## src/rtl/al_const_capture.sv

```systemverilog
// Auto-load constant capture: buffers one flash parameter block, validates its checksum
// (and its header word when AL_CAP_MAGIC_CHECK_EN is defined), then commits the payload.
module al_const_capture #(
    parameter int NWORDS = 64
`ifdef AL_CAP_MAGIC_CHECK_EN
    ,
    parameter logic [15:0] MAGIC = 16'hDCFE
`endif
) (
    input  logic        CLK,
    input  logic        RST,
    input  logic        AL_ENA,
    input  logic        RBK_WE,
    input  logic [15:0] RBK_DATA,
    output logic        CONST_WE,
    output logic [5:0]  CONST_ADDR,
    output logic [15:0] CONST_DATA,
    output logic        CAP_DONE,
    output logic [3:0]  CAP_STATUS,
    output logic [6:0]  CAP_WCNT
);

    localparam logic [6:0] WCNT_FULL = 7'(NWORDS);
    localparam logic [5:0] NPAY      = 6'(NWORDS - 2);

    typedef enum logic [2:0] {
        S_IDLE    = 3'd0,
        S_CAPTURE = 3'd1,
        S_CHECK   = 3'd2,
        S_COMMIT  = 3'd3,
        S_DONE    = 3'd4
    } state_t;

    state_t      state_r;
    logic        ena_d_r;
    logic [15:0] acc_r;
    logic [5:0]  k_r;
    logic [15:0] shadow_r [NWORDS];

    logic        al_rise_s;
    logic        cap_we_s;
    logic [6:0]  wcnt_nxt_s;
    logic [15:0] acc_nxt_s;
    logic        magic_err_s;
    logic        cksum_err_s;

    // Checksum is a plain 16-bit sum; the carry out is intentionally dropped.
    function automatic logic [15:0] cksum_add(input logic [15:0] a, input logic [15:0] b);
        return a + b;
    endfunction

    // Capture qualification, next-count/accumulator values and block validation flags.
    always_comb begin
        al_rise_s   = AL_ENA & ~ena_d_r;
        cap_we_s    = (state_r == S_CAPTURE) && RBK_WE && (CAP_WCNT < WCNT_FULL);
        wcnt_nxt_s  = CAP_WCNT;
        acc_nxt_s   = acc_r;
        if (cap_we_s) begin
            wcnt_nxt_s = CAP_WCNT + 7'd1;
            acc_nxt_s  = cksum_add(acc_r, RBK_DATA);
        end else begin
            wcnt_nxt_s = CAP_WCNT;
            acc_nxt_s  = acc_r;
        end
        cksum_err_s = (acc_r != 16'h0000);
`ifdef AL_CAP_MAGIC_CHECK_EN
        magic_err_s = (shadow_r[0] != MAGIC);
`else
        magic_err_s = 1'b0;
`endif
    end

    // Shadow buffer holding the block until it has been validated.
    always_ff @(posedge CLK) begin
        if (cap_we_s) begin
            shadow_r[CAP_WCNT[5:0]] <= RBK_DATA;
        end
    end

    // Capture/check/commit sequencer with registered outputs.
    always_ff @(posedge CLK) begin
        if (RST) begin
            state_r    <= S_IDLE;
            ena_d_r    <= 1'b0;
            acc_r      <= 16'h0000;
            k_r        <= 6'd0;
            CONST_WE   <= 1'b0;
            CONST_ADDR <= 6'd0;
            CONST_DATA <= 16'h0000;
            CAP_DONE   <= 1'b0;
            CAP_STATUS <= 4'b0000;
            CAP_WCNT   <= 7'd0;
        end else begin
            ena_d_r  <= AL_ENA;
            CAP_DONE <= 1'b0;
            CONST_WE <= 1'b0;
            case (state_r)
                S_IDLE, S_DONE: begin
                    if (al_rise_s) begin
                        state_r    <= S_CAPTURE;
                        CAP_STATUS <= 4'b0000;
                        CAP_WCNT   <= 7'd0;
                        acc_r      <= 16'h0000;
                    end
                end
                S_CAPTURE: begin
                    CAP_WCNT <= wcnt_nxt_s;
                    acc_r    <= acc_nxt_s;
                    // A strobe that completes the block wins over a simultaneous window drop.
                    if (CAP_WCNT == WCNT_FULL) begin
                        state_r <= S_CHECK;
                    end else if (!AL_ENA && (wcnt_nxt_s != WCNT_FULL)) begin
                        CAP_STATUS[1] <= 1'b1;
                        CAP_DONE      <= 1'b1;
                        state_r       <= S_DONE;
                    end
                end
                S_CHECK: begin
                    k_r <= 6'd0;
                    if (magic_err_s || cksum_err_s) begin
                        CAP_STATUS[3] <= magic_err_s;
                        CAP_STATUS[2] <= cksum_err_s;
                        CAP_DONE      <= 1'b1;
                        state_r       <= S_DONE;
                    end else begin
                        state_r <= S_COMMIT;
                    end
                end
                S_COMMIT: begin
                    if (k_r == NPAY) begin
                        CAP_STATUS[0] <= 1'b1;
                        CAP_DONE      <= 1'b1;
                        state_r       <= S_DONE;
                    end else begin
                        CONST_WE   <= 1'b1;
                        CONST_ADDR <= k_r;
                        CONST_DATA <= shadow_r[k_r + 6'd1];
                        k_r        <= k_r + 6'd1;
                    end
                end
                default: begin
                    state_r <= S_IDLE;
                end
            endcase
        end
    end

endmodule

```

## config.mk

```make
export PLATFORM = sky130hd
export DESIGN_NAME = al_const_capture
export DESIGN_NICKNAME = d
export VERILOG_FILES = /design/src/rtl/al_const_capture.sv
export SDC_FILE = /design/constraint.sdc
export NUM_CORES = 1
export LEC_CHECK = 0
export BUFFER_PORTS_ARGS = -buffer_cell sky130_fd_sc_hd__buf_2
export CAP_MARGIN = 20
export CORE_ASPECT_RATIO = 0.75
export CORE_MARGIN = 2
export CORE_UTILIZATION = 31
export DETAILED_ROUTE_END_ITERATION = 10
export PLACE_DENSITY = 0.44
export SLEW_MARGIN = 20
export SYNTH_ARGS = -nofsm -noshare
export SYNTH_HDL_FRONTEND = slang
export SYNTH_SLANG_ARGS = --single-unit
```

## constraint.sdc

```tcl
create_clock -name CLK -period 8.7 [get_ports CLK]
set_input_delay 1.74 -clock CLK [delete_from_list [all_inputs] [get_ports CLK]]
set_output_delay 1.74 -clock CLK [all_outputs]
set_load 0.03 [all_outputs]
```

==> impl_metrics.json, run 1 <==
{
  "dp_hpwl_um": 73620,
  "ys_seq_area_share_pct": 75.09,
  "ys_ff_latch": 1084,
  "coreArea_um2": 136000,
  "power.density_nw_per_um2": 215.2,
  "groute.usage.overall_pct": 17.40,
  "arrival_ps": 5360,
  "leakagePower_nw": 15.33,
  "cts_hold_buf": 0,
  "timing.final.crit_share_pct": 55.31,
  "p_int_w": 0.008375,
  "power_w": 0.01053,
  "grt_pass1_wl_um": 172600,
  "stdcell_count": 4219,
  "clk_latency_ps": 710,
  "ys.flop_type": "edfxtp_1",
  "p_sw_w": 0.002160,
  "die_w_um": 431.8,
  "syn-cell-area_um2": 42550,
  "netlist_top_cells_count": "1024 x edfxtp_1, 270 x mux4_2, 180 x nand2_1",
  "synthAdderAreaFrac_pct": 0.6058,
  "slew_viol_final": 0,
  "worst_slew_pin_slew_ps": 956.6,
  "synth.area.mux_share_pct": 14.84,
  "cts_max_path_buffers": 3,
  "synth-compound-area-share_pct": 2.826,
  "start_util_pct": 31.29,
  "min_path_type": "reg -> reg",
  "place.port_buffers": 53,
  "synth_top_area_cell": "edfxtp_1",
  "drive_above_1_share_pct": 24.81,
  "root_buffer": "clkbuf_16",
  "synth_cell_types": 63,
  "vdd_drop_max_mv": 0.1584,
  "post_cts_resized": 0,
  "grt_pass1_vias": 22070,
  "crit_required_ps": 9250,
  "fp-row-count": 117,
  "synthArstFlopShare_pct": 0,
  "cts_tree": "built",
  "crit_type": "reg -> reg",
  "skew_ps": 22.91,
  "drt_iter0_markers": 2014,
  "avgViaCountPerCell": 5.151,
  "cts_setup_buffers": 0,
  "fin_crit_ps": 4812,
  "overflow": 0,
  "clk_pin_slew_ps": 60,
  "drv_cap": 0,
  "max_slew_margin_pct": 36.23,
  "utilization_pct": 35.99,
  "finalSetupTns_ps": 0,
  "power.share.combinational_pct": 1.7,
  "drc_errors": 0,
  "hold_viol_final": 0,
  "fmax_mhz": 207.8,
  "finalSetupViolations": 0,
  "routabilityCongestion": 0.7698,
  "synth_xor_area_share_pct": 0.3294,
  "htreeDepth": 3,
  "path_cells": "inv_1, ha_4, buf_12, mux4_2, mux4_2, nor2_1, o211ai_1",
  "synth_top_area_share_pct": 72.27,
  "cts_buffers": 108,
  "die_area_um2": 140300,
  "synth-simple-area-share_pct": 4.940,
  "layout-area-overhead-vs-synth_pct": 15.03,
  "cts.sinks": 1084,
  "ant_nets": 0,
  "drtPass1Iterations": 5,
  "vias": 21730,
  "rsz0062_at_grt": "false",
  "placedCellCount": 4009,
  "routed_wl_um": 122200,
  "netSwitchingFraction_pct": 20.50,
  "yosys_warnings": 0,
  "status": "finished clean",
  "cp_common_cell": "mux4_2",
  "antenna_found_initial": 6,
  "cp-end-kind": "flip-flop",
  "clkPwrFrac_pct": 44.1,
  "final_nets": 2375,
  "synth_most_common_cell": "edfxtp_1",
  "ys_top_cells_by_area": "edfxtp_1 72%, mux4_2 14%, dfxtp_1 2.8%",
  "grt_max_degree": 110,
  "synth_nets": 2230,
  "synth-edff-count": 1024,
  "io_pins": 55,
  "syn_avg_cell_area_um2": 19.43,
  "synth_top_family_by_area": "multiplexers",
  "synthesis.instances": 2190,
  "slowest_delay_ps": 940,
  "die_h_um": 324.8,
  "wl_per_cell_um": 28.97,
  "crit_fanout": 109,
  "seqPwrFrac_pct": 54.2,
  "cp_slowest_cell": "dfxtp_4",
  "whs_ps": 453.5,
  "worst_setup_path_start_kind": "flip-flop"
}
==> registers in the layout (all words and copies together) (netlist names) <==
register / flops
CONST_WE: 1
ena_d_r: 1
k_r: 6
acc_r: 16
shadow_r: 1024
state_r: 3
CAP_WCNT: 7
CAP_DONE: 1
CONST_ADDR: 6
CAP_STATUS: 3
CONST_DATA: 16
==> power groups by stage <==
stage / logic (W) / registers [W] / clock network [W]
2_1_floorplan: 0.0000519 / 0.00583 / 0
3_3_place_gp: 0.000176 / 0.00583 / 0
3_5_place_dp: 0.000183 / 0.00583 / 0
4_1_cts: 0.000184 / 0.00571 / 0.00476
5_1_grt: 0.000197 / 0.00571 / 0.00496
6_report: 0.000179 / 0.00571 / 0.00464
==> per-stage QoR <==
| stage | instance area [um2] | worst slack, ps |
|---|---|---|
| floorplan | 42550 | 4975 |
| global placement | 45410 | 3742 |
| detailed placement | 45420 | 3794 |
| CTS | 48910 | 3782 |
| global route | 48930 | 3524 |
| finish | 48940 | 3888 |
==> cell type report <==
cell class	count	area (um2)
antenna	4	10.01
clock buffer	139	2922
clock inverter	66	569.3
fill	12610	87050
inverter	8	30.03
multi-input combinational	977	10120
sequential	1084	31950
tap	1785	2233
timing repair buffer	156	1105
==> logic make-up (layout without fill, tap and decap cells) <==
group           count (synthesis)  in the layout
flops                        1084           1084
simple gates                  485            485
mux                           293            293
compound gates                162            162
buf+inv                       129            369
fa+ha+maj                      20             20
xor+xnor                       16             16
other cells                     1              5
==> placed cells by master, fill, tap and decap left out, types with 5 or more instances in the layout <==
cell type	instances
buf_12	5
bufinv_16	9
nand3_1	72
clkbuf_1	23
nor3_1	7
nor2b_1	5
buf_4	97
buf_2	53
a32oi_1	17
dfxtp_1	59
mux4_2	270
or3_1	6
o21ai_0	10
a21o_1	12
o2111ai_1	32
clkbuf_8	6
clkinv_2	14
o211ai_1	15
a21oi_1	35
nand2_1	179
nand2b_1	5
edfxtp_1	1024
clkbuf_16	110
and3_1	6
nor2_1	166
inv_6	5
and2_1	5
mux2i_1	22
a31oi_1	6
inv_1	8
xnor2_1	11
clkinv_1	33
ha_1	18
==> critical path: cells and delay by family (launching register included) <==
kind	cells	cell delay (ps)
adders and majority gates	1	860
and+or+nand+nor	1	650
buffers and inverters	2	800
AOI/OAI and AO/OA	1	180
DFF	1	940
muxes	2	950
==> path summary, 6_finish.rpt <==
| kind | slack (ps) | end | cells after the start | start |
|---|---|---|---|---|
| worst max-delay path | 3890 | CONST_DATA[8] | 7 | k_r[0] |
| worst max register to register | 3890 | CONST_DATA[8] | 7 | k_r[0] |
| worst min register to register | 450 | CONST_ADDR[1] | 2 | CONST_ADDR[1] |
| worst min-delay path | 450 | CONST_ADDR[1] | 2 | CONST_ADDR[1] |
==> metal layers <==
layer | track usage (%) | wire length (um) | vias up
met5 | 0 | 0 | -
met4 | 3.458 | 2084 | 0
met3 | 3.690 | 7660 | 144
met2 | 25.81 | 54340 | 666
met1 | 26.32 | 58160 | 11670
li1 | - | - | 9246
Power figures use the tool's default switching activity.
==> run 2: changes to the inputs <==
--- a/config.mk
+++ b/config.mk
@@ -11,7 +11,7 @@
 export CORE_MARGIN = 2
 export CORE_UTILIZATION = 31
 export DETAILED_ROUTE_END_ITERATION = 10
-export PLACE_DENSITY = 0.44
+export PLACE_DENSITY = 0.46
 export SLEW_MARGIN = 20
 export SYNTH_ARGS = -nofsm -noshare
 export SYNTH_HDL_FRONTEND = slang
==> constraint.sdc (replaced) <==
create_clock -name CLK -period 4.3 [get_ports CLK]
set_input_delay 0.86 -clock CLK [delete_from_list [all_inputs] [get_ports CLK]]
set_output_delay 0.86 -clock CLK [all_outputs]
set_load 0.03 [all_outputs]
==> run 2 against run 1 <==
Wire length fell by 0.37%. Die area stayed put. Utilization up 0.15 points. Non-clock buffer count increased by 38. Final cell count up 0.62%. Worst hold slack worse by 22 ps. Combinational power increased by 110%. Sequential share of layout area down 0.27 points. Clock-buffer cell count fell by 1. Critical path type unchanged. Largest cell class unchanged. Via count up 1.6%. Global-route usage down 0.21 points. Register-to-register slack lost 2900 ps.
==> impl_metrics.json, run 2 (synthesis results as in run 1) <==
{
  "multi_input_area_um2": 10100,
  "grt_pass1_wl_um": 170200,
  "io_pins": 55,
  "die_h_um": 324.8,
  "setup_ws_ps": 1021,
  "htreeDepth": 3,
  "drc_errors": 0,
  "root_buffer": "clkbuf_16",
  "cp-end-kind": "flip-flop",
  "overflow": 0,
  "leakagePower_nw": 15.47,
  "worst_setup_path_start_kind": "flip-flop",
  "drt_iter0_markers": 2422,
  "final_nets": 2410,
  "skew_ps": 44.88,
  "seq_area_um2": 31950,
  "groute.usage.overall_pct": 17.20,
  "layout-area-overhead-vs-synth_pct": 15.51,
  "coreArea_um2": 136000,
  "mostFrequentLayoutCells": "1024 x edfxtp_1, 270 x mux4_2, 180 x nand2_1, 170 x nor2_1, 129 x buf_4",
  "crit_required_ps": 4930,
  "fin_crit_ps": 3279,
  "die_w_um": 431.8,
  "max_slew_margin_pct": 35.62,
  "arrival_ps": 3910,
  "finalSetupViolations": 0,
  "routed_wl_um": 121800,
  "antenna_found_initial": 10,
  "cts_setup_buffers": 0,
  "drv_cap": 0,
  "cts_tree": "built",
  "place.port_buffers": 53,
  "crit_type": "reg -> reg",
  "status": "finished clean",
  "finalSetupTns_ps": 0,
  "routabilityCongestion": 0.7812,
  "vias": 22070,
  "fp-row-count": 117,
  "final.fill_count": 12480,
  "vdd_drop_max_mv": 0.2942,
  "fmax_mhz": 304.9,
  "grt_max_degree": 70,
  "cts.sinks": 1084,
  "largest_reg_flops": 1024,
  "dp_hpwl_um": 74130,
  "hold_viol_final": 0,
  "timing.final.crit_share_pct": 76.27,
  "clk_pin_slew_ps": 70,
  "cts_hold_buf": 0,
  "pre_cts_ws_ps": 807.5,
  "avgViaCountPerCell": 5.199,
  "worst_slew_pin_slew_ps": 965.7,
  "final_common_cell": "edfxtp_1",
  "cts_max_path_buffers": 3,
  "min_path_type": "in -> reg",
  "start_util_pct": 31.29,
  "grt_pass1_vias": 21850,
  "clk_latency_ps": 730,
  "wl_per_cell_um": 28.69,
  "post_cts_resized": 0,
  "drtPass1Iterations": 5,
  "die_area_um2": 140300,
  "rsz0062_at_grt": "false",
  "cts_buffers": 105,
  "crit_fanout": 34,
  "power.density_nw_per_um2": 429.6,
  "ant_nets": 0,
  "slew_viol_final": 0,
  "drive_above_1_share_pct": 25.75
}
==> run 2: cell count changes in the layout (fill, tap and decap cells not counted), sizes merged <==
cell      change
clkinv        -8
inv           -2
clkinvlp      +1
clkbuf        -1
buf          +38
diode         -2
==> run 2: where the power goes <==
| part | internal (W) | leakage, nW | switching, W | total [W] |
|---|---|---|---|---|
| Sequential | 0.0115 | 9.69 | 0.0000110 | 0.0116 |
| Combinational | 0.0000678 | 4.15 | 0.000314 | 0.000382 |
| Clock | 0.00514 | 1.63 | 0.00404 | 0.00917 |
==> run 2: path summary, 6_finish.rpt <==
| kind | startpoint | endpoint | slack [ps] | depth (start not counted) |
|---|---|---|---|---|
| max | k_r[0] | CONST_DATA[3] | 1020 | 9 |
| min | AL_ENA | ena_d_r | 430 | 2 |
| max reg2reg | k_r[0] | CONST_DATA[3] | 1020 | 9 |
| min reg2reg | CAP_STATUS[0] | CAP_STATUS[0] | 470 | 1 |
==> run 2: final cells by class <==
| cell class | count | share of cell area, % |
|---|---|---|
| inverter | 8 | 0.06110 |
| antenna | 2 | 0.01018 |
| sequential | 1084 | 65.02 |
| timing repair buffer | 194 | 2.999 |
| clock inverter | 57 | 1.115 |
| tap | 1785 | 4.544 |
| clock buffer | 138 | 5.705 |
| multi-input combinational | 977 | 20.55 |
==> run 2: metal layers <==
layer | track usage [%] | part of all wire (%) | up-vias
li1 | - | - | 9296
met2 | 24.89 | 44 | 773
met4 | 3.998 | 2.0 | 2
met5 | 0 | 0.011 | -
met3 | 3.897 | 7.6 | 141
met1 | 26.16 | 47 | 11860
==> run 2: metrics by stage <==
step / instances / cell area [um2] / util (%) / total power, W / hold slack, ps
2_1_floorplan: 2190 / 42550 / - / 0.01189 / 460.1
3_3_place_gp: 4048 / 45790 / 33.67 / 0.01216 / 456.9
3_5_place_dp: 4048 / 45790 / 33.67 / 0.01218 / 461.7
4_1_cts: 4243 / 49140 / 36.13 / 0.02136 / 376.8
5_1_grt: 4243 / 49140 / 36.13 / 0.02177 / 432.3
6_report: 4245 / 49150 / 36.14 / 0.02112 / 431.8
==> run 2: worst max-delay path, cell delays in order (launching register included) <==
cell and delay [ps]:
dfxtp_4 430, inv_1 100, ha_4 560, buf_12 330, buf_4 480, mux4_2 300
nand2_1 80, nand3_1 220, o2111ai_1 320, o211ai_1 260
==> run 3: changes to the inputs <==
==> constraint.sdc (replaced) <==
create_clock -name CLK -period 2.8 [get_ports CLK]
set_input_delay 0.56 -clock CLK [delete_from_list [all_inputs] [get_ports CLK]]
set_output_delay 0.56 -clock CLK [all_outputs]
set_load 0.03 [all_outputs]
==> run 3 against run 2 <==
Clock skew down 8.2 ps. Clock power up 59%. Non-clock buffer count up 68. Wire length down 0.98%. Die area unchanged. Global-route usage about the same. Sequential share of layout area down 1.7 points. Fmax up 21%. Utilization up 0.99 points. First-iteration DRC count down 0.83%. Largest power group unchanged.
==> impl_metrics.json, run 3 (synthesis results as in run 1) <==
{
  "slew_viol_final": 0,
  "clk_latency_ps": 720,
  "cts_max_path_buffers": 3,
  "pre_cts_ws_ps": -124.3,
  "max_slew_margin_pct": 36.97,
  "die_w_um": 431.8,
  "place.port_buffers": 53,
  "worst_setup_path_start_kind": "flip-flop",
  "finalSetupViolations": 0,
  "drc_errors": 0,
  "drt_iter0_markers": 2402,
  "rsz0062_at_grt": "false",
  "hold_viol_final": 0,
  "cp_slowest_cell": "mux4_2",
  "final_nets": 2480,
  "status": "finished clean",
  "worstPathBufferInverterCount": 3,
  "crit_required_ps": 3350,
  "skew_ps": 36.64,
  "setup_ws_ps": 100.6,
  "coreArea_um2": 136000,
  "final_common_cell": "edfxtp_1",
  "timing.final.crit_share_pct": 96.41,
  "cts.sinks": 1084,
  "routabilityCongestion": 0.8156,
  "cp-end-kind": "flip-flop",
  "slowest_delay_ps": 560,
  "wl_per_cell_um": 27.96,
  "avgViaCountPerCell": 5.134,
  "vias": 22140,
  "cts_tree": "built",
  "crit_type": "reg -> reg",
  "crit_fanout": 20,
  "grt_pass1_vias": 22540,
  "vdd_drop_max_mv": 0.5121,
  "critPathTopFamily": "multiplexers",
  "final.fill_count": 12440,
  "grt_pass1_wl_um": 170700,
  "layout-area-overhead-vs-synth_pct": 18.67,
  "die_area_um2": 140300,
  "fin_crit_ps": 2699,
  "groute.usage.overall_pct": 17.15,
  "drv_cap": 0,
  "leakagePower_nw": 16.09,
  "cts_buffers": 107,
  "worst_slew_pin_slew_ps": 945.5,
  "io_pins": 55,
  "fmax_mhz": 370.4,
  "dp_hpwl_um": 73920,
  "routed_wl_um": 120600,
  "die_h_um": 324.8,
  "drive_above_1_share_pct": 28.22,
  "whs_ps": 163.7,
  "clk_pin_slew_ps": 60,
  "overflow": 0,
  "arrival_ps": 3250,
  "antenna_found_initial": 7,
  "mostFrequentLayoutCells": "1024 x edfxtp_1, 270 x mux4_2, 180 x nand2_1, 169 x nor2_1, 146 x buf_4",
  "path_cells": "inv_1, ha_4, buf_12, buf_12, mux4_2, mux4_2, nor2_1, o211ai_1",
  "grt_max_degree": 65,
  "ant_nets": 0,
  "root_buffer": "clkbuf_16",
  "start_util_pct": 31.29,
  "multi_input_area_um2": 10100,
  "seq_area_um2": 31950,
  "drtPass1Iterations": 5,
  "fp-row-count": 117,
  "largest_reg_flops": 1024,
  "htreeDepth": 3,
  "power.density_nw_per_um2": 653.9,
  "min_path_type": "in -> reg"
}
run 3: worst paths after layout:
check             cells past startpoint       endpoint  slack (ps)     startpoint
hold / removal                        2        ena_d_r         160         AL_ENA
hold reg to reg                       2  CONST_ADDR[0]         480  CONST_ADDR[0]
setup reg to reg                      8  CONST_DATA[6]         100         k_r[0]
setup / recovery                      8  CONST_DATA[6]         100         k_r[0]
run 3: repair_timing:
action                                  CTS  global route
gates resized for setup                   0             5
buffers inserted                          0             0
hold buffers                              0             0
endpoints found under the setup margin    0             4
run 3: final cells by class:
type,count,area share [%]
clock buffers,128,5.580
multi-input cells,977,20.00
clock inverters,68,1.435
diodes,1,0.004956
inverters,8,0.05947
repair buffers,262,5.209
flip-flops and latches,1084,63.29
well taps,1785,4.423
run 3: power by group:
part / internal, W / switching [W] / total (W)
clock network: 0.00844 / 0.00619 / 0.0146
registers: 0.0177 / 0.0000183 / 0.0178
logic: 0.000133 / 0.000492 / 0.000624
run 3: per-layer routing:
| metal | track usage, % | share of wire [%] | up-vias | routed length [um] |
|---|---|---|---|---|
| li1 | - | - | 9433 | - |
| met1 | 25.70 | 46 | 11850 | 55620 |
| met2 | 25.25 | 44 | 724 | 53320 |
| met3 | 4.090 | 7.7 | 132 | 9276 |
| met4 | 3.679 | 2.0 | 0 | 2385 |
| met5 | 0 | 0 | - | 0 |
run 3: per-stage QoR:
stage / util (%) / total power (W) / std cells / instance area (um2) / setup TNS [ps]
after floorplan: - / 0.01826 / 2190 / 42570 / 0
after global placement: 34.50 / 0.01871 / 4116 / 46920 / -300.6
after detailed placement: 34.50 / 0.01874 / 4116 / 46920 / -224.8
after CTS: 37.10 / 0.03342 / 4312 / 50460 / 0
after global routing: 37.13 / 0.03407 / 4312 / 50490 / 0
final: 37.13 / 0.03302 / 4313 / 50490 / 0
